--- src/rtl/snake_pkg.sv ---
// Shared definitions for the two-snake game: coordinate and length types,
// scan-state encoding and phase sequencing helpers.
// Optional feature macro: COLLISION_SELF_CHECK_EN adds the self-overlap
// phases SCAN_C and SCAN_D.
package snake_pkg;

    localparam int MAX_LEN = 15;
    localparam int NUM_LEN = 10;
    localparam int LEN_W   = 4;
    localparam int BODY_W  = MAX_LEN * NUM_LEN;

    typedef logic [NUM_LEN-1:0] seg_t;
    typedef logic [LEN_W-1:0]   len_t;

`ifdef COLLISION_SELF_CHECK_EN
    typedef enum logic [2:0] {IDLE, SCAN_A, SCAN_B, SCAN_C, SCAN_D, DONE} scan_state_t;
`else
    typedef enum logic [2:0] {IDLE, SCAN_A, SCAN_B, DONE} scan_state_t;
`endif

    function automatic len_t clamp_len(input len_t len);
        return (len > len_t'(MAX_LEN)) ? len_t'(MAX_LEN) : len;
    endfunction

    // First non-empty phase after cur; later checks override earlier ones so
    // the earliest eligible phase wins.
    function automatic scan_state_t next_phase(input scan_state_t cur,
                                               input len_t l1,
                                               input len_t l2);
        scan_state_t nxt;
        nxt = DONE;
`ifdef COLLISION_SELF_CHECK_EN
        if (cur != SCAN_D && cur != DONE && l2 > len_t'(1))
            nxt = SCAN_D;
        if ((cur == IDLE || cur == SCAN_A || cur == SCAN_B) && l1 > len_t'(1))
            nxt = SCAN_C;
`endif
        if ((cur == IDLE || cur == SCAN_A) && l2 != '0)
            nxt = SCAN_B;
        if (cur == IDLE && l1 != '0)
            nxt = SCAN_A;
        return nxt;
    endfunction

    // Self-overlap phases skip the head itself and start at segment 1.
    function automatic len_t first_idx(input scan_state_t s);
        len_t r;
        r = '0;
`ifdef COLLISION_SELF_CHECK_EN
        if (s == SCAN_C || s == SCAN_D)
            r = len_t'(1);
`endif
        return r;
    endfunction

endpackage

--- src/rtl/segment_select.sv ---
// Combinational segment picker: returns segment idx of a flattened body.
// An index beyond the last stored segment reads as zero.
module segment_select
    import snake_pkg::*;
(
    input  logic [BODY_W-1:0] body,
    input  len_t              idx,
    output seg_t              seg
);

    // One-hot style mux over the stored segments.
    always_comb begin
        seg = '0;
        for (int i = 0; i < MAX_LEN; i++) begin
            if (idx == len_t'(i))
                seg = body[i*NUM_LEN +: NUM_LEN];
        end
    end

endmodule

--- src/rtl/collision_scan_ctrl.sv ---
// Time-multiplexed collision scanner for the two-snake game. One shared
// comparator walks the snapshotted bodies one segment per clock and reports
// sticky per-snake death flags with a done pulse.
// Optional feature macro: COLLISION_SELF_CHECK_EN (self-overlap phases).
//
// state  | meaning
// IDLE   | waiting for start
// SCAN_A | head2 against body1
// SCAN_B | head1 against body2
// SCAN_C | head1 against body1[1..]  (self-check build only)
// SCAN_D | head2 against body2[1..]  (self-check build only)
// DONE   | done pulse, dead flags hold the new result
module collision_scan_ctrl
    import snake_pkg::*;
(
    input  logic              clk,
    input  logic              rst,
    input  logic              start,
    input  logic              clear,
    input  logic [BODY_W-1:0] snake1,
    input  logic [BODY_W-1:0] snake2,
    input  logic [LEN_W-1:0]  len1,
    input  logic [LEN_W-1:0]  len2,
    output logic              busy,
    output logic              done,
    output logic              dead1,
    output logic              dead2
);

    scan_state_t       state;
    logic [BODY_W-1:0] snap1;
    logic [BODY_W-1:0] snap2;
    len_t              snap_len1;
    len_t              snap_len2;
    len_t              idx;
    logic              hit1;
    logic              hit2;

    len_t              in_len1;
    len_t              in_len2;
    logic              scanning;
    logic              body_is1;
    logic              head_is1;
    logic [BODY_W-1:0] body_src;
    logic [BODY_W-1:0] head_src;
    seg_t              body_seg;
    seg_t              head_seg;
    logic              seg_match;
    logic              last_seg;
    len_t              phase_len;
    logic              hit1_n;
    logic              hit2_n;
    scan_state_t       nxt_idle;
    scan_state_t       nxt_scan;

    assign in_len1 = clamp_len(len1);
    assign in_len2 = clamp_len(len2);

    // Route the snapshots to the comparator for the current phase.
    always_comb begin
        scanning = (state == SCAN_A) || (state == SCAN_B);
        body_is1 = (state == SCAN_A);
        head_is1 = (state == SCAN_B);
`ifdef COLLISION_SELF_CHECK_EN
        scanning = scanning || (state == SCAN_C) || (state == SCAN_D);
        body_is1 = body_is1 || (state == SCAN_C);
        head_is1 = head_is1 || (state == SCAN_C);
`endif
        body_src  = body_is1 ? snap1 : snap2;
        head_src  = head_is1 ? snap1 : snap2;
        phase_len = body_is1 ? snap_len1 : snap_len2;
        seg_match = (head_seg == body_seg);
        last_seg  = seg_match || (idx == phase_len - len_t'(1));
        // The head snake of the phase is the one that dies on a match.
        hit1_n    = hit1 | (scanning & seg_match & head_is1);
        hit2_n    = hit2 | (scanning & seg_match & ~head_is1);
        nxt_idle  = next_phase(IDLE, in_len1, in_len2);
        nxt_scan  = next_phase(state, snap_len1, snap_len2);
    end

    segment_select u_body_sel (
        .body (body_src),
        .idx  (idx),
        .seg  (body_seg)
    );

    segment_select u_head_sel (
        .body (head_src),
        .idx  (len_t'(0)),
        .seg  (head_seg)
    );

    // Scan sequencer with registered busy/done/dead outputs.
    always_ff @(posedge clk or posedge rst) begin
        if (rst) begin
            state     <= IDLE;
            snap1     <= '0;
            snap2     <= '0;
            snap_len1 <= '0;
            snap_len2 <= '0;
            idx       <= '0;
            hit1      <= 1'b0;
            hit2      <= 1'b0;
            busy      <= 1'b0;
            done      <= 1'b0;
            dead1     <= 1'b0;
            dead2     <= 1'b0;
        end else begin
            // A DONE-entry update below overrides a coincident clear.
            if (clear) begin
                dead1 <= 1'b0;
                dead2 <= 1'b0;
            end
            case (state)
                IDLE: begin
                    done <= 1'b0;
                    if (start) begin
                        snap1     <= snake1;
                        snap2     <= snake2;
                        snap_len1 <= in_len1;
                        snap_len2 <= in_len2;
                        hit1      <= 1'b0;
                        hit2      <= 1'b0;
                        idx       <= first_idx(nxt_idle);
                        state     <= nxt_idle;
                        busy      <= 1'b1;
                        if (nxt_idle == DONE) begin
                            done  <= 1'b1;
                            dead1 <= dead1;
                            dead2 <= dead2;
                        end
                    end
                end
                DONE: begin
                    done  <= 1'b0;
                    busy  <= 1'b0;
                    state <= IDLE;
                end
                default: begin
                    hit1 <= hit1_n;
                    hit2 <= hit2_n;
                    if (last_seg) begin
                        state <= nxt_scan;
                        idx   <= first_idx(nxt_scan);
                        if (nxt_scan == DONE) begin
                            done  <= 1'b1;
                            dead1 <= dead1 | hit1_n;
                            dead2 <= dead2 | hit2_n;
                        end
                    end else begin
                        idx <= idx + len_t'(1);
                    end
                end
            endcase
        end
    end

endmodule
--- config.mk ---
export PLATFORM = sky130hd
export DESIGN_NAME = collision_scan_ctrl
export DESIGN_NICKNAME = d
export VERILOG_FILES = /design/src/rtl/snake_pkg.sv /design/src/rtl/segment_select.sv /design/src/rtl/collision_scan_ctrl.sv
export SDC_FILE = /design/constraint.sdc
export NUM_CORES = 1
export LEC_CHECK = 0
export CORE_MARGIN = 2
export CORE_UTILIZATION = 57
export CTS_CLUSTER_SIZE = 10
export DETAILED_ROUTE_END_ITERATION = 10
export PLACE_DENSITY = 0.88
export REMOVE_ABC_BUFFERS = 1
export SYNTH_ARGS = -nofsm -noshare
export SYNTH_HDL_FRONTEND = slang
export SYNTH_SLANG_ARGS = --single-unit
--- constraint.sdc ---
create_clock -name clk -period 35.4 [get_ports clk]
set_clock_uncertainty 0.1 [all_clocks]
set_input_delay 10.62 -clock clk [delete_from_list [all_inputs] [get_ports clk]]
set_output_delay 10.62 -clock clk [all_outputs]
set_load 0.005 [all_outputs]
Word level (Yosys, flattened, before mapping)
Cells that the tools add are included.
{"block": "totals", "elab_cells": 119, "in_bits": 312, "ff_bits": 321}
{"block": "classes", "magnitude_cmp": 2, "eq_ne": 23, "n_reduce_logical": 19, "bitwise_logic": 9, "add_sub_neg": 2, "mux": 52}
{"op": "2-to-1 mux 10 bit", "n": 16}
{"op": "2-to-1 mux 150 bit", "n": 1}
{"op": "== test 4 bit, second input constant", "n": 7}
{"op": "2-to-1 mux 4 bit", "n": 5}
{"op": "2-to-1 mux 1 bit", "n": 18}
{"op": "== test 4 x 3 -> 1 bit, second input constant", "n": 4}
{"op": "nonzero test 4 bit", "n": 4}
{"op": "case mux 1 bit (2 select lines)", "n": 6}
{"op": "== test 10 bit", "n": 1}
{"op": "AND reduction 2 bit", "n": 5}
{"op": "== test 3 x 2 -> 1 bit, second input constant", "n": 3}
{"op": "2-to-1 mux 3 bit", "n": 3}
{"op": "== test 4 x 2 -> 1 bit, second input constant", "n": 2}
{"op": "greater-than comparator 4 bit, second input constant", "n": 2}
{"op": "case mux 4 bit (2 select lines)", "n": 1}
{"op": "case mux 3 bit (2 select lines)", "n": 1}
{"op": "nonzero test 3 bit", "n": 2}
{"op": "adder 4 x 1 -> 4 bit, second input constant", "n": 1}
{"op": "== test 4 x 1 -> 1 bit, second input constant", "n": 1}
{"op": "== test 4 bit", "n": 1}
{"op": "logical NOT 4 bit", "n": 1}
{"op": "OR 1 bit", "n": 4}
{"op": "subtractor 4 x 1 -> 4 bit, second input constant", "n": 1}
{"op": "bitwise AND 1 bit", "n": 3}
{"op": "10 further kinds", "n": 14}

Depth between registers and ports, before layout
{"block": "depth", "word_depth": 25, "mapped_depth": 18, "mapped_depth_nobuf": 12}

Cells and area by module
Synthesis repeated with hierarchy kept, for this count alone.
{"block": "hier_totals", "hier_cells": 1572, "hier_area_um2": 18966.9}
{"mod": "collision_scan_ctrl", "cells_each": 1104, "n_inst": 1, "area_each_um2": 15856.5}
{"mod": "segment_select", "cells_each": 234, "n_inst": 2, "area_each_um2": 1555.2}

Worst setup path after synthesis
Ideal clock, no wire load.
{"block": "synth_timing", "path_type": "input-to-reg", "startpoint": "in start", "endpoint": "reg snap1[0]", "cell_stages": 5, "path_slack_ps": 23285, "path_buffers": 3, "t_arrival_ps": 11890, "path_cell_list": "clkbuf_1 > nand2_1 > clkbuf_1 > clkbuf_1 > mux2_2"}
{"block": "synth_via", "elab_chain_len": 1}
{"element": "start: declaration", "line_no": "collision_scan_ctrl.sv:18", "text": "input logic start,"}
{"element": "AND reduction 2 bit (no source line)"}
{"element": "end signal: assignment", "line_no": "collision_scan_ctrl.sv:118", "text": "snap1 <= snake1;"}
{"element": "end: declaration", "line_no": "collision_scan_ctrl.sv:31", "text": "logic [BODY_W-1:0] snap1;"}
Every way passes these cells.
A chain may end at the register's enable or synchronous reset.

Worst setup path after layout
{"block": "layout_timing", "startpoint": "in start", "endpoint": "reg snap2[112]"}
{"block": "layout_via", "elab_chain_len": 1}
{"element": "AND reduction 2 bit (no source line)"}
{"element": "end signal: assignment", "line_no": "collision_scan_ctrl.sv:119", "text": "snap2 <= snake2;"}
{"element": "end: declaration", "line_no": "collision_scan_ctrl.sv:32", "text": "logic [BODY_W-1:0] snap2;"}
Every way passes these cells.

==> metrics.md <==
| Metric | Value |
|---|---|
| Synth Register Bits | 320 |
| Worst-case clock buffer depth | 3 |
| Die area | 0.0299 mm2 |
| Library cells used by synthesis | 71 |
| Hold path startpoint | snap2[105] |
| Setup repair after global routing missed its margin | no |
| Global-route wire length before repair | 72000 um |
| Place WS | between 20 and 25 ns |
| Power density over the cells | a little over 90 mW/mm2 |
| Final nets | 1904 |
| Sequential area share after synthesis | approximately half |
| Synth-to-Final Area Change | 26.3% |
| GR Util All Layers | a little under a third |
| Reg2Reg Launch Point | state[1] |
| Tot Pwr | between 1.5 and 2 mW |
| Initial Util | 58.2% |
| Max cap viols | 0 |
| Top-area cell type share of the netlist area | between 40% and 50% |
| Post-synth EDFFs | 0 |
| Via/cell ratio | between 6 and 7 |
| RD Place Congestion | a little over 0.9 |
| Final setup TNS | 0 ns |
| I/O Pins | roughly 320 |
| Multiplexer share of the synthesized area | between 30 and 40% |
| Startpoint Class | input port |
| Post-layout util | 73.6% |
| Die span in y | 173 um |
| Syn Inst Count | 1310 |
| FP Rows | 61 |
| Synthesized cell area | 0.0163 mm2 |
| DR iter-0 viols | 1026 |
| Die extent in x | between 150 and 200 um |
| Synth Warn # | 0 |
| Clock-pin transition on the worst setup and hold timing paths | 0.06 ns |
| Ant. Diodes | 0 |
| Inst Count DP | 1921 |
| FF-to-FF path depth | 14 |
| Fin cells | just under 2000 |
| Slew @ Worst Pin | ~1.1 ns |
| LEAKAGE | 8.43 nW |
| CTS H-tree lvls | 2 |
| DR WL/cell | 23.5 um |
| Dominant synthesized flop cell | dfrtp_1 |
| FFs w/ async S/R, synth | 100% |
| Post-synthesis simple-gate area fraction | under 10% |
| Final setup viols | 0 |
| Slew headroom | between 20% and 30% |
| Xor/xnor share of the synthesized area | less than 1% |
| Hold buffer count at CTS | 0 |
| Reg2Reg Setup Slack | 30.01 ns |
| Detailed-route DRC error count | 0 |
| Synth Area in Adders | 0.692% |
| Register area | roughly 0.008 mm2 |
| Critical path arrival | about 14 ns |
| Share of layout cells above drive strength 1 | 24.7% |
| Initial antenna violation count | 0 |
| Core area | between 0.02 and 0.03 mm2 |
| Multi-input logic area | approximately 0.0077 mm2 |
| Number of fill cells in the layout | around 1800 |
| Fin crit share | between 30% and 40% |
| Main combinational cell family by area after synthesis | multiplexers |
| Yosys top cell by area | dfrtp_1 |
| Fin worst setup slack | roughly 22 ns |
| Clock root buffer | clkbuf_16 |
| Drt pass-1 iters | 8 |
| Synth Area in Compound Gates | 8.28% |
| Synth Area per Inst | ~12 um2 |
| WS Path Type | in -> reg |
| CP Data Required Time | roughly 36 ns |
| Post-route design area | roughly 0.021 mm2 |
| Most common cell in the netlist | mux2_2 |
| CTS buffer count | 38 |
| CP Capture Type | flip-flop |
| Port-buffer cells | ~320 |
| Largest net degree at the start of global routing | around 170 |
| Outcome | complete, no violations |
| Post-DP HPWL | about 33000 um |
| Max Clk Rate | between 70 and 80 MHz |
| Fin Hold WS | about 0.40 ns |
| Fin. Hold Viols | 0 |
| Worst hold endpoint | snap2[105] |
| Hold WC Path Type | reg -> reg |
| Clock Sink Count | 320 |
| Vias in the first global route | 12900 |
| CP max FO | 161 |
| Setup bufs post-CTS | 0 |
| Routed Antenna Nets | 0 |
| DR vias | ~12000 |
| Clk Latency, worst-skew pair | approximately 0.52 ns |
| Hold path cells | 1 |
| Final wirelength | approximately 46000 um |
| Area after DPL | 0.0195 mm2 |
| Gr ovfl total | 0 |
| Reg-to-Reg End | state[0] |
| Period minus WS final | 13.87 ns |
| Post-cts resize count | 0 |
| Post-synth top cells | 331 x mux2_2, 320 x dfrtp_1, 149 x mux2i_1 |
| Fin. max-slew vios | 0 |
| CTS tree | yes |
| Area contributors post-synth | dfrtp_1 49%, mux2_2 23%, mux2i_1 9.2% |
| Worst vdd ir | approximately 54 uV |
[worst max-delay path, cell delays in order]
cell and delay, ns:
clkdlybuf4s50_1 0.54, nand2_4 0.66, buf_12 0.58, buf_4 0.96, mux2_2 0.43
[kinds of logic (layout without fill, tap and decap cells)]
logic type,Yosys count,after routing
muxes,480,480
DFF,320,320
AOI/OAI and AO/OA,203,203
and+or+nand+nor,192,192
buffers and inverters,101,381
adders and majority gates,9,9
xor gates and xnor gates,5,5
[report_power, final]
part,internal [mW],switching (mW)
Combinational,0.421,0.438
Sequential,0.554,0.112
Clock,0.202,0.140
Total,1.18,0.690
[flip-flops by register name, indices dropped and copies added (netlist names)]
register	count
busy	1
state	2
snap_len1	4
done	1
idx	4
snap2	150
dead1	1
hit2	1
dead2	1
snap_len2	4
snap1	150
hit1	1
[routing by layer]
layer / global-route usage (%) / share of wire (%) / vias to the layer above
met5: 0 / 0 / -
met2: 51.7 / 49 / 515
li1: - / - / 5386
met1: 39.8 / 41 / 6116
met4: 11.1 / 3.6 / 0
met3: 5.36 / 6.6 / 108
[layout make-up]
class	instances	share of cell area (%)
inverter	10	0.219
clock buffer	46	5.02
multi-input combinational	889	37.7
tap	378	2.30
sequential	320	39.0
clock inverter	1	0.0426
timing repair buffer	324	15.8
[layout by cell type (no fill, tap or decap), types with 28 or more instances in the layout]
cell type	instances
mux2_2	331
nor2_1	44
a21oi_1	33
nand2_1	48
o22ai_1	38
clkdlybuf4s50_1	315
nand3_1	28
dfrtp_1	320
clkbuf_16	39
o21ai_0	44
mux2i_1	149
[how the worst max path moves through the flow]
stage / to / depth (start not counted) / start
after floorplan: busy / 1 / rst
after global placement: snap1[110] / 5 / start
after detailed placement: snap2[103] / 5 / start
after CTS: snap2[112] / 5 / start
after global routing: snap2[140] / 5 / start
final: snap2[112] / 5 / start
Power figures use the tool's default switching activity.
